## src/rtl/real_ball_collector.sv

```systemverilog
// real_ball_collector: gathers per-frame ball centroids into a ping-pong pair
// of 7-slot banks and publishes one complete frame at a time to the pattern
// evaluator. Short frames and frames arriving while the evaluator still holds
// the published bank are dropped and counted (saturating at 255).
//
// Handshake: a publish is signalled by a single-cycle data_valid_out pulse;
// the published bank stays stable and the block stays BUSY until the
// evaluator answers with eval_done_in. A frame_done_in that sees BUSY without
// a same-cycle eval_done_in is dropped.
//
// Optional build macro DEDUP_EN: discards incoming centroids that lie within
// MERGE_DIST (Manhattan) of any centroid already stored this frame.
module real_ball_collector #(
    parameter int MAX_SLOTS = 7
`ifdef DEDUP_EN
    ,
    parameter int MERGE_DIST = 8
`endif
) (
    input  logic        clk_in,
    input  logic        rst_in,
    input  logic        centroid_valid_in,
    input  logic [10:0] centroid_x_in,
    input  logic [9:0]  centroid_y_in,
    input  logic        frame_done_in,
    input  logic [2:0]  num_balls,
    input  logic        eval_done_in,
    output logic [10:0] real_balls_x [MAX_SLOTS-1:0],
    output logic [9:0]  real_balls_y [MAX_SLOTS-1:0],
    output logic        data_valid_out,
    output logic [2:0]  count_out,
    output logic        overflow_out,
    output logic [7:0]  frames_dropped
);

    typedef enum logic {IDLE, BUSY} state_t;

    state_t      state_q, state_d;
    logic        col_bank_q, col_bank_d;
    logic [2:0]  wr_cnt_q, wr_cnt_d;
    logic        ovf_latch_q, ovf_latch_d;
    logic [10:0] bank_x_q [2][MAX_SLOTS-1:0];
    logic [10:0] bank_x_d [2][MAX_SLOTS-1:0];
    logic [9:0]  bank_y_q [2][MAX_SLOTS-1:0];
    logic [9:0]  bank_y_d [2][MAX_SLOTS-1:0];
    logic [10:0] out_x_q [MAX_SLOTS-1:0];
    logic [10:0] out_x_d [MAX_SLOTS-1:0];
    logic [9:0]  out_y_q [MAX_SLOTS-1:0];
    logic [9:0]  out_y_d [MAX_SLOTS-1:0];
    logic        dv_q, dv_d;
    logic [2:0]  count_q, count_d;
    logic        ovf_out_q, ovf_out_d;
    logic [7:0]  dropped_q, dropped_d;

    logic        is_dup;
    logic        room;
    logic        store;
    logic        spill;
    logic [2:0]  wr_eff;
    logic        ovf_eff;

`ifdef DEDUP_EN
    function automatic logic [11:0] manhattan(input logic [10:0] ax, input logic [10:0] bx,
                                              input logic [9:0] ay, input logic [9:0] by);
        logic [10:0] dx;
        logic [9:0]  dy;
        dx = (ax >= bx) ? (ax - bx) : (bx - ax);
        dy = (ay >= by) ? (ay - by) : (by - ay);
        return {1'b0, dx} + {2'b00, dy};
    endfunction

    // Flag a centroid that duplicates any slot already filled this frame.
    always_comb begin
        is_dup = 1'b0;
        for (int j = 0; j < MAX_SLOTS; j++) begin
            if (j < int'(wr_cnt_q) &&
                manhattan(centroid_x_in, bank_x_q[col_bank_q][j],
                          centroid_y_in, bank_y_q[col_bank_q][j]) < 12'(MERGE_DIST)) begin
                is_dup = 1'b1;
            end
        end
    end
`else
    // Without deduplication every valid centroid is kept.
    always_comb begin
        is_dup = 1'b0;
    end
`endif

    // Collection, publish decision and drop accounting for the current cycle.
    always_comb begin
        state_d     = state_q;
        col_bank_d  = col_bank_q;
        bank_x_d    = bank_x_q;
        bank_y_d    = bank_y_q;
        out_x_d     = out_x_q;
        out_y_d     = out_y_q;
        dv_d        = 1'b0;
        count_d     = count_q;
        ovf_out_d   = ovf_out_q;
        dropped_d   = dropped_q;

        // A centroid arriving with frame_done_in still belongs to the ending frame.
        room    = (wr_cnt_q < 3'(MAX_SLOTS));
        store   = centroid_valid_in && !is_dup && room;
        spill   = centroid_valid_in && !is_dup && !room;
        wr_eff  = wr_cnt_q + {2'b00, store};
        ovf_eff = ovf_latch_q | spill;
        if (store) begin
            bank_x_d[col_bank_q][wr_cnt_q] = centroid_x_in;
            bank_y_d[col_bank_q][wr_cnt_q] = centroid_y_in;
        end
        wr_cnt_d    = wr_eff;
        ovf_latch_d = ovf_eff;

        // Release comes first so a same-cycle frame end can publish.
        if (state_q == BUSY && eval_done_in) begin
            state_d = IDLE;
        end

        if (frame_done_in) begin
            wr_cnt_d    = 3'd0;
            ovf_latch_d = 1'b0;
            if (num_balls == 3'd0) begin
                // Nothing expected: silently discard.
            end else if (wr_eff < num_balls || state_d == BUSY) begin
                if (dropped_q != 8'hFF) begin
                    dropped_d = dropped_q + 8'd1;
                end
            end else begin
                col_bank_d = ~col_bank_q;
                count_d    = num_balls;
                ovf_out_d  = (wr_eff > num_balls) | ovf_eff;
                dv_d       = 1'b1;
                state_d    = BUSY;
                for (int i = 0; i < MAX_SLOTS; i++) begin
                    out_x_d[i] = (i < int'(num_balls)) ? bank_x_d[col_bank_q][i] : 11'd0;
                    out_y_d[i] = (i < int'(num_balls)) ? bank_y_d[col_bank_q][i] : 10'd0;
                end
            end
        end
    end

    // State, banks and published outputs; reset discards any partial frame.
    always_ff @(posedge clk_in or negedge rst_in) begin
        if (!rst_in) begin
            state_q     <= IDLE;
            col_bank_q  <= 1'b0;
            wr_cnt_q    <= 3'd0;
            ovf_latch_q <= 1'b0;
            for (int b = 0; b < 2; b++) begin
                for (int s = 0; s < MAX_SLOTS; s++) begin
                    bank_x_q[b][s] <= '0;
                    bank_y_q[b][s] <= '0;
                end
            end
            for (int s = 0; s < MAX_SLOTS; s++) begin
                out_x_q[s] <= '0;
                out_y_q[s] <= '0;
            end
            dv_q      <= 1'b0;
            count_q   <= 3'd0;
            ovf_out_q <= 1'b0;
            dropped_q <= 8'd0;
        end else begin
            state_q     <= state_d;
            col_bank_q  <= col_bank_d;
            wr_cnt_q    <= wr_cnt_d;
            ovf_latch_q <= ovf_latch_d;
            bank_x_q    <= bank_x_d;
            bank_y_q    <= bank_y_d;
            out_x_q     <= out_x_d;
            out_y_q     <= out_y_d;
            dv_q        <= dv_d;
            count_q     <= count_d;
            ovf_out_q   <= ovf_out_d;
            dropped_q   <= dropped_d;
        end
    end

    assign real_balls_x   = out_x_q;
    assign real_balls_y   = out_y_q;
    assign data_valid_out = dv_q;
    assign count_out      = count_q;
    assign overflow_out   = ovf_out_q;
    assign frames_dropped = dropped_q;

endmodule

```

## config.mk

```make
export PLATFORM = sky130hd
export DESIGN_NAME = real_ball_collector
export DESIGN_NICKNAME = d
export VERILOG_FILES = /design/src/rtl/real_ball_collector.sv
export SDC_FILE = /design/constraint.sdc
export NUM_CORES = 1
export LEC_CHECK = 0
export ABC_AREA = 1
export BUFFER_PORTS_ARGS = -buffer_cell sky130_fd_sc_hd__buf_4
export CAP_MARGIN = 40
export CORE_MARGIN = 4
export CORE_UTILIZATION = 40
export CTS_CLUSTER_SIZE = 28
export DETAILED_ROUTE_END_ITERATION = 12
export SLEW_MARGIN = 5
export SYNTH_ARGS = -nofsm -noshare
export SYNTH_HDL_FRONTEND = slang
export SYNTH_SLANG_ARGS = --single-unit
```

## constraint.sdc

```tcl
create_clock -name clk_in -period 4 [get_ports clk_in]
set_clock_uncertainty 0.2 [all_clocks]
set_input_delay 0.2 -clock clk_in [delete_from_list [all_inputs] [get_ports clk_in]]
set_output_delay 0.2 -clock clk_in [all_outputs]
set_load 0.01 [all_outputs]
```

==> Yosys cells after proc, flatten, opt, wreduce, memory -nomap -nowiden <==
Index checks and enable logic that the tools add are counted.
{ "op_classes": {"n_reduce_logical": 10, "n_div": 0, "shifts": 0, "n_eq_ne": 1, "mux": 41, "n_addsub": 2, "bitwise": 6, "multipliers": 0, "order_cmp": 14} }
{ "ops": {"columns": ["operator", "n"], "rows": [
  ["2-to-1 mux 77 bit", 4],
  ["2-to-1 mux 70 bit", 4],
  ["bitwise mux 154 bit", 1],
  ["2-to-1 mux 154 bit", 1],
  ["bitwise mux 140 bit", 1],
  ["2-to-1 mux 140 bit", 1],
  ["2-to-1 mux 11 bit", 8],
  ["2-to-1 mux 10 bit", 8],
  ["demux 77 bit (select 1 bit)", 1],
  ["demux 70 bit (select 1 bit)", 1],
  ["demux 11 bit (select 3 bit)", 1],
  ["demux 10 bit (select 3 bit)", 1],
  ["less-than comparator 3 bit, first input constant", 3],
  ["adder 8 x 1 -> 8 bit, second input constant", 1],
  ["2-to-1 mux 1 bit", 8],
  ["inequality test 8 bit, second input constant", 1],
  ["less-than comparator 1 x 3 -> 1 bit, first input constant", 2],
  ["less-than comparator 2 x 3 -> 1 bit, first input constant", 2],
  ["logical AND 1 bit", 5],
  ["less-than comparator 3 x 4 -> 1 bit, second input constant", 1],
  ["AND reduction 4 bit", 1],
  ["adder 3 x 1 -> 3 bit", 1],
  ["greater-or-equal comparator 3 x 1 -> 1 bit, second input constant", 1],
  ["> comparator 3 bit", 1],
  ["other kinds (12)", 15]
]} }
{ "totals": {"memories": 0, "latchBits": 0, "rom_bits": 0, "in_bits": 29, "ram_bits": 0, "wordCells": 124, "ff_bits": 460} }

==> Longest topological paths before layout <==
{ "depth": {"word_depth": 12, "depth_mapped": 17, "mapped_depth_nobuf": 15} }

==> Worst setup path before layout <==
Ideal clock, no wire load.
{ "synth_timing": {"path_kind": "flip-flop to flip-flop", "from": "register wr_cnt_q[0]", "to": "register out_y_q (netlist bit real_balls_y[50])", "required_ns": 3.735, "stages_incl_launch_ff": 18, "path_slack_ns": 1.022, "arrival_time_ns": 2.713, "cell_sequence": "dfrtp_1 buf_2 nand3_1 nand2_1 inv_1 ha_1 ha_1 or2_2 nand2_1 ha_1 a21oi_1 nand2_1 nand3_1 buf_4 buf_4 buf_2 nand2_1 nand2_1"} }
{ "synth_via": {"elab_chain_len": 12, "word_cells_on_any_way": 20, "cone_classes": "1 x add/sub; 4 x order compare; 10 x mux; 1 x bitwise; 4 x reduce/logical"} }
{ "synth_rtl": {"columns": ["item", "line_no", "source"], "rows": [
  ["start, declared", "40", "logic [2:0] wr_cnt_q, wr_cnt_d;"],
  ["start signal, assigned", "168", "wr_cnt_q <= wr_cnt_d;"],
  ["less-than comparator 3 x 4 -> 1 bit (implied by the code) / greater-or-equal comparator 3 x 1 -> 1 bit (equally long branches)", "111", "bank_y_d[col_bank_q][wr_cnt_q] = centroid_y_in;"],
  ["logical AND 1 bit (implied by the code)", "111", null],
  ["2-to-1 mux 10 bit (implied by the code)", "111", null],
  ["demux 10 bit (select 3 bit)", "111", null],
  ["2-to-1 mux 70 bit (implied by the code)", "111", null],
  ["demux 70 bit (select 1 bit)", "111", null],
  ["bitwise mux 140 bit", "111", null],
  ["2-to-1 mux 140 bit", "109", "if (store) begin"],
  ["2-to-1 mux 70 bit (3 in series)", null, null],
  ["2-to-1 mux 10 bit", "138", "out_y_d[i] = (i < int'(num_balls)) ? bank_y_d[col_bank_q][i] : 10'd0;"],
  ["end signal, assigned", "173", "out_y_q <= out_y_d;"],
  ["end, declared", "48", "logic [9:0] out_y_q [MAX_SLOTS-1:0];"]
]} }
Several ways; a longest one is shown, not always the timed one. The select of a mux whose other input is x is not followed.
A chain may end at the register's enable or synchronous reset.

==> Worst setup path in the final report <==
{ "layout_timing": {"from": "register wr_cnt_q[1]", "to": "register dropped_q[4], in the netlist frames_dropped[4]"} }
{ "layout_via": {"elab_chain_len": 6} }
{ "layout_rtl": {"columns": ["item", "line_no", "source"], "rows": [
  ["less-than comparator 3 bit", "104", "room = (wr_cnt_q < 3'(MAX_SLOTS));"],
  ["logical AND 1 bit", "105", "store = centroid_valid_in && !is_dup && room;"],
  ["adder 3 x 1 -> 3 bit *", "107", "wr_eff = wr_cnt_q + {2'b00, store};"],
  ["less-than comparator 3 bit *", "126", "end else if (wr_eff < num_balls || state_d == BUSY) begin"],
  ["logical OR 1 bit *", "126", null],
  ["AND reduction 4 bit (no line) *", null, null],
  ["end signal, assigned", "177", "dropped_q <= dropped_d;"],
  ["end, declared", "53", "logic [7:0] dropped_q, dropped_d;"]
]} }
Every way passes the cells marked *; elsewhere a longest branch is shown, timed or not.

==> results by group <==
Run status
  • Status: finished clean

Routing
  • Final wirelength: a little over 60,000 um
  • Initial DRC count: 1,330
  • DR pass1 iterations: 5
  • Via density: 5.03
  • WL per Instance: between 15 and 20 um
  • Number of remaining DRC errors: 0
  • Final ANT Viol Nets: 0
  • Via count: approximately 18,000

Setup path
  • CP endpoint kind: flop
  • CP Class: reg2reg
  • Buf+Inv Stages, Crit Path: 2
  • CP required: around 4.3 ns
  • Crit-path cells: nand3_1 -> nand2_1 -> inv_1 -> ha_1 -> ha_1 -> or2_2 -> nand2_1 -> ha_1 -> a21oi_1 -> nand2_1 -> nand2_1 -> nand3_1 -> inv_1 -> nand2_1 -> o21ai_0
  • CP Max Fanout: 10
  • Cell family with most CP delay: simple AND/OR/NAND/NOR gates
  • CP peak stage delay: roughly 0.54 ns
  • Critical Path Source Type: flop
  • CP dominant cell by count: nand2_1
  • Slowest CP cell: dfrtp_1
  • Crit path DAT: 3.68 ns

Global route
  • First-pass GRT wire length: a little under 100,000 um
  • Largest net degree at the start of global routing: ~110
  • Vias in the first global route: ~18,000
  • Antenna violations before repair: 2
  • Total track usage: between 20% and 30%
  • Grt total ovfl: 0

Timing
  • Hold Slack: around 0.086 ns
  • Hold Fails Final Rpt: 0
  • Setup Viol. Count Final: 0
  • FMAX: just under 300 MHz
  • Period Utilization, post-route: roughly 84%
  • Final count of pins violating max slew: 0
  • Worst Max-Slew Pin Slew: 0.938 ns
  • Relative slew slack: 37.5%
  • Final setup TNS: 0 ns
  • Fin crit period: 3.38 ns
  • RSZ-0062 raised after global routing: false

Floorplanning
  • Die Footprint: roughly 56,000 um^2
  • Core footprint: roughly 52,000 um^2
  • Horiz. Die Dim: around 240 um
  • Num rows: 83
  • Initial core utilization: between 40% and 50%
  • Io pins: 189
  • Die height: ~240 um

Power
  • Switch Pwr: 6.03 mW
  • Int Power: between 10 and 15 mW
  • Power per cell area: a little under 700 nW/um^2
  • Worst vdd ir: approximately 510 uV
  • Clock network fraction of total power: approximately a quarter
  • LEAKAGE: between 10 and 15 nW
  • Sw Ratio: around a third
  • Reg power frac: 40.0%
  • Comb pwr share: around 34%

Finish
  • Layout net count: 2,830
  • Share of cells above drive strength 1: between 10% and 20%
  • Commonest non-fill, non-tap cells in the layout: nand2_1, dfrtp_1, nand3_1, buf_4, inv_1
  • Most common cell after layout, fill and taps aside: nand2_1
  • Antenna cells: 0
  • Synth-to-Final Area Change: 19.3%

CTS
  • CTS tree: built
  • CTS Buf Count: between 50 and 60
  • Clock buffer depth: 3
  • Clock slew at reported path FFs: about 0.070 ns
  • Clk sinks: between 400 and 500
  • CTS hold repair buffers: 28
  • Post-CTS Setup Inserts: 0
  • CTS H-tree lvls: 2
  • Root buf cell: clkbuf_16
  • Post_cts resized: 0
  • Clk_lat worst skew: a little under 0.6 ns

Yosys
  • Leading area contributor after synthesis: dfrtp_1
  • Register bit count reported by yosys: 460
  • Mapped cell area: around 21,000 um^2
  • Synth cell types: 26
  • Post-Syn Area per Cell: 8.03 um^2
  • Share of the synthesized area in the top cell type: between 50% and 60%
  • Syn Nets: 2,658
  • Synth area leaders: dfrtp_1, nand2_1, nand3_1
  • Register area share after synthesis: 54.7%
  • Synth warn: 0
  • Post-synthesis instance total: between 2,000 and 3,000

Run
  • Max-cap viol count: 0

Hold path
  • Worst hold path type: in2async

Place
  • Final Wtd Congestion: around 0.81
  • IO buf count: 188
  • Final HPWL from detailed placement: 39,700 um
[state kept, by name, summed over array words and instances (netlist names)]
signal	count
real_balls_x	77
frames_dropped	8
state_q	1
overflow_out	1
real_balls_y	70
bank_y_q	140
bank_x_q	154
count_out	3
col_bank_q	1
wr_cnt_q	3
ovf_latch_q	1
data_valid_out	1
[final timing paths]
| kind | startpoint | endpoint | slack (ns) | depth (start not counted) |
|---|---|---|---|---|
| max | wr_cnt_q[1]$_DFF_PN0_ | frames_dropped[4]$_DFFE_PN0P_ | 0.62 | 15 |
| min | rst_in | real_balls_y[57]$_DFFE_PN0P_ | 0.09 | 2 |
| max reg2reg | wr_cnt_q[1]$_DFF_PN0_ | frames_dropped[4]$_DFFE_PN0P_ | 0.62 | 15 |
| min reg2reg | bank_x_q[40]$_DFF_PN0_ | bank_x_q[40]$_DFF_PN0_ | 0.27 | 2 |
| max in group asynchronous | rst_in | bank_x_q[12]$_DFF_PN0_ | 2.44 | 3 |
| min in group clk_in | centroid_y_in[1] | bank_y_q[131]$_DFF_PN0_ | 0.22 | 3 |
[per-stage QoR]
step                worst slack, ns  std cells  util [%]  cell area (um^2)  total power [mW]
global placement              0.580       3388      44.7             23100              12.7
detailed placement            0.655       3394      45.0             23300              12.8
finish                        0.624       3507      48.6             25100              17.3
CTS                           0.644       3507      48.6             25100              17.5
global route                  0.356       3507      48.6             25100              18.5
floorplan                      1.02       2623         -             21100              10.4
[power groups by stage]
| stage | sequential, mW | clock, mW | combinational, mW |
|---|---|---|---|
| after floorplan | 7.05 | 0 | 3.30 |
| after global placement | 6.98 | 0 | 5.68 |
| after detailed placement | 7.01 | 0 | 5.83 |
| after CTS | 6.95 | 4.63 | 5.90 |
| after global routing | 7.09 | 4.84 | 6.56 |
| final | 6.93 | 4.53 | 5.84 |
[cell families (layout without fill, tap and decap cells)]
kind of cell	Yosys count	in the layout	synth area share, %
xor gates and xnor gates	8	8	0.333
adders and majority gates	6	6	0.357
buffers and inverters	386	590	7.35
DFF	460	460	54.7
AOI/OAI and AO/OA	115	115	3.27
and+or+nand+nor	1648	1648	34.0
[synth_stat cells, drive strengths merged]
master	count
inv	231
or2	2
ha	6
o21ai	67
and2	189
nor3	1
xor2	3
dfrtp	460
buf	77
nand4	23
a21boi	1
nand2	1073
nor2	25
nand3	335
o21bai	22
o21a	21
xnor2	5
clkbuf	78
a21oi	4
[routing by layer]
| metal | routed length, um | vias up | GRT usage [%] |
|---|---|---|---|
| li1 | - | 8464 | - |
| met1 | 27700 | 8542 | 30.7 |
| met2 | 28200 | 521 | 34.2 |
| met3 | 3550 | 94 | 3.79 |
| met4 | 1530 | 4 | 5.91 |
| met5 | 21 | - | 0 |
[cell type report]
type / instances / area [um^2]
clock buffer: 78 / 1490
timing repair buffer: 274 / 2290
inverter: 231 / 868
fill: 4972 / 26600
clock inverter: 7 / 88.8
multi-input combinational: 1777 / 8010
sequential: 460 / 11500
tap: 680 / 851
No activity file was read; power rests on OpenSTA's default activity.
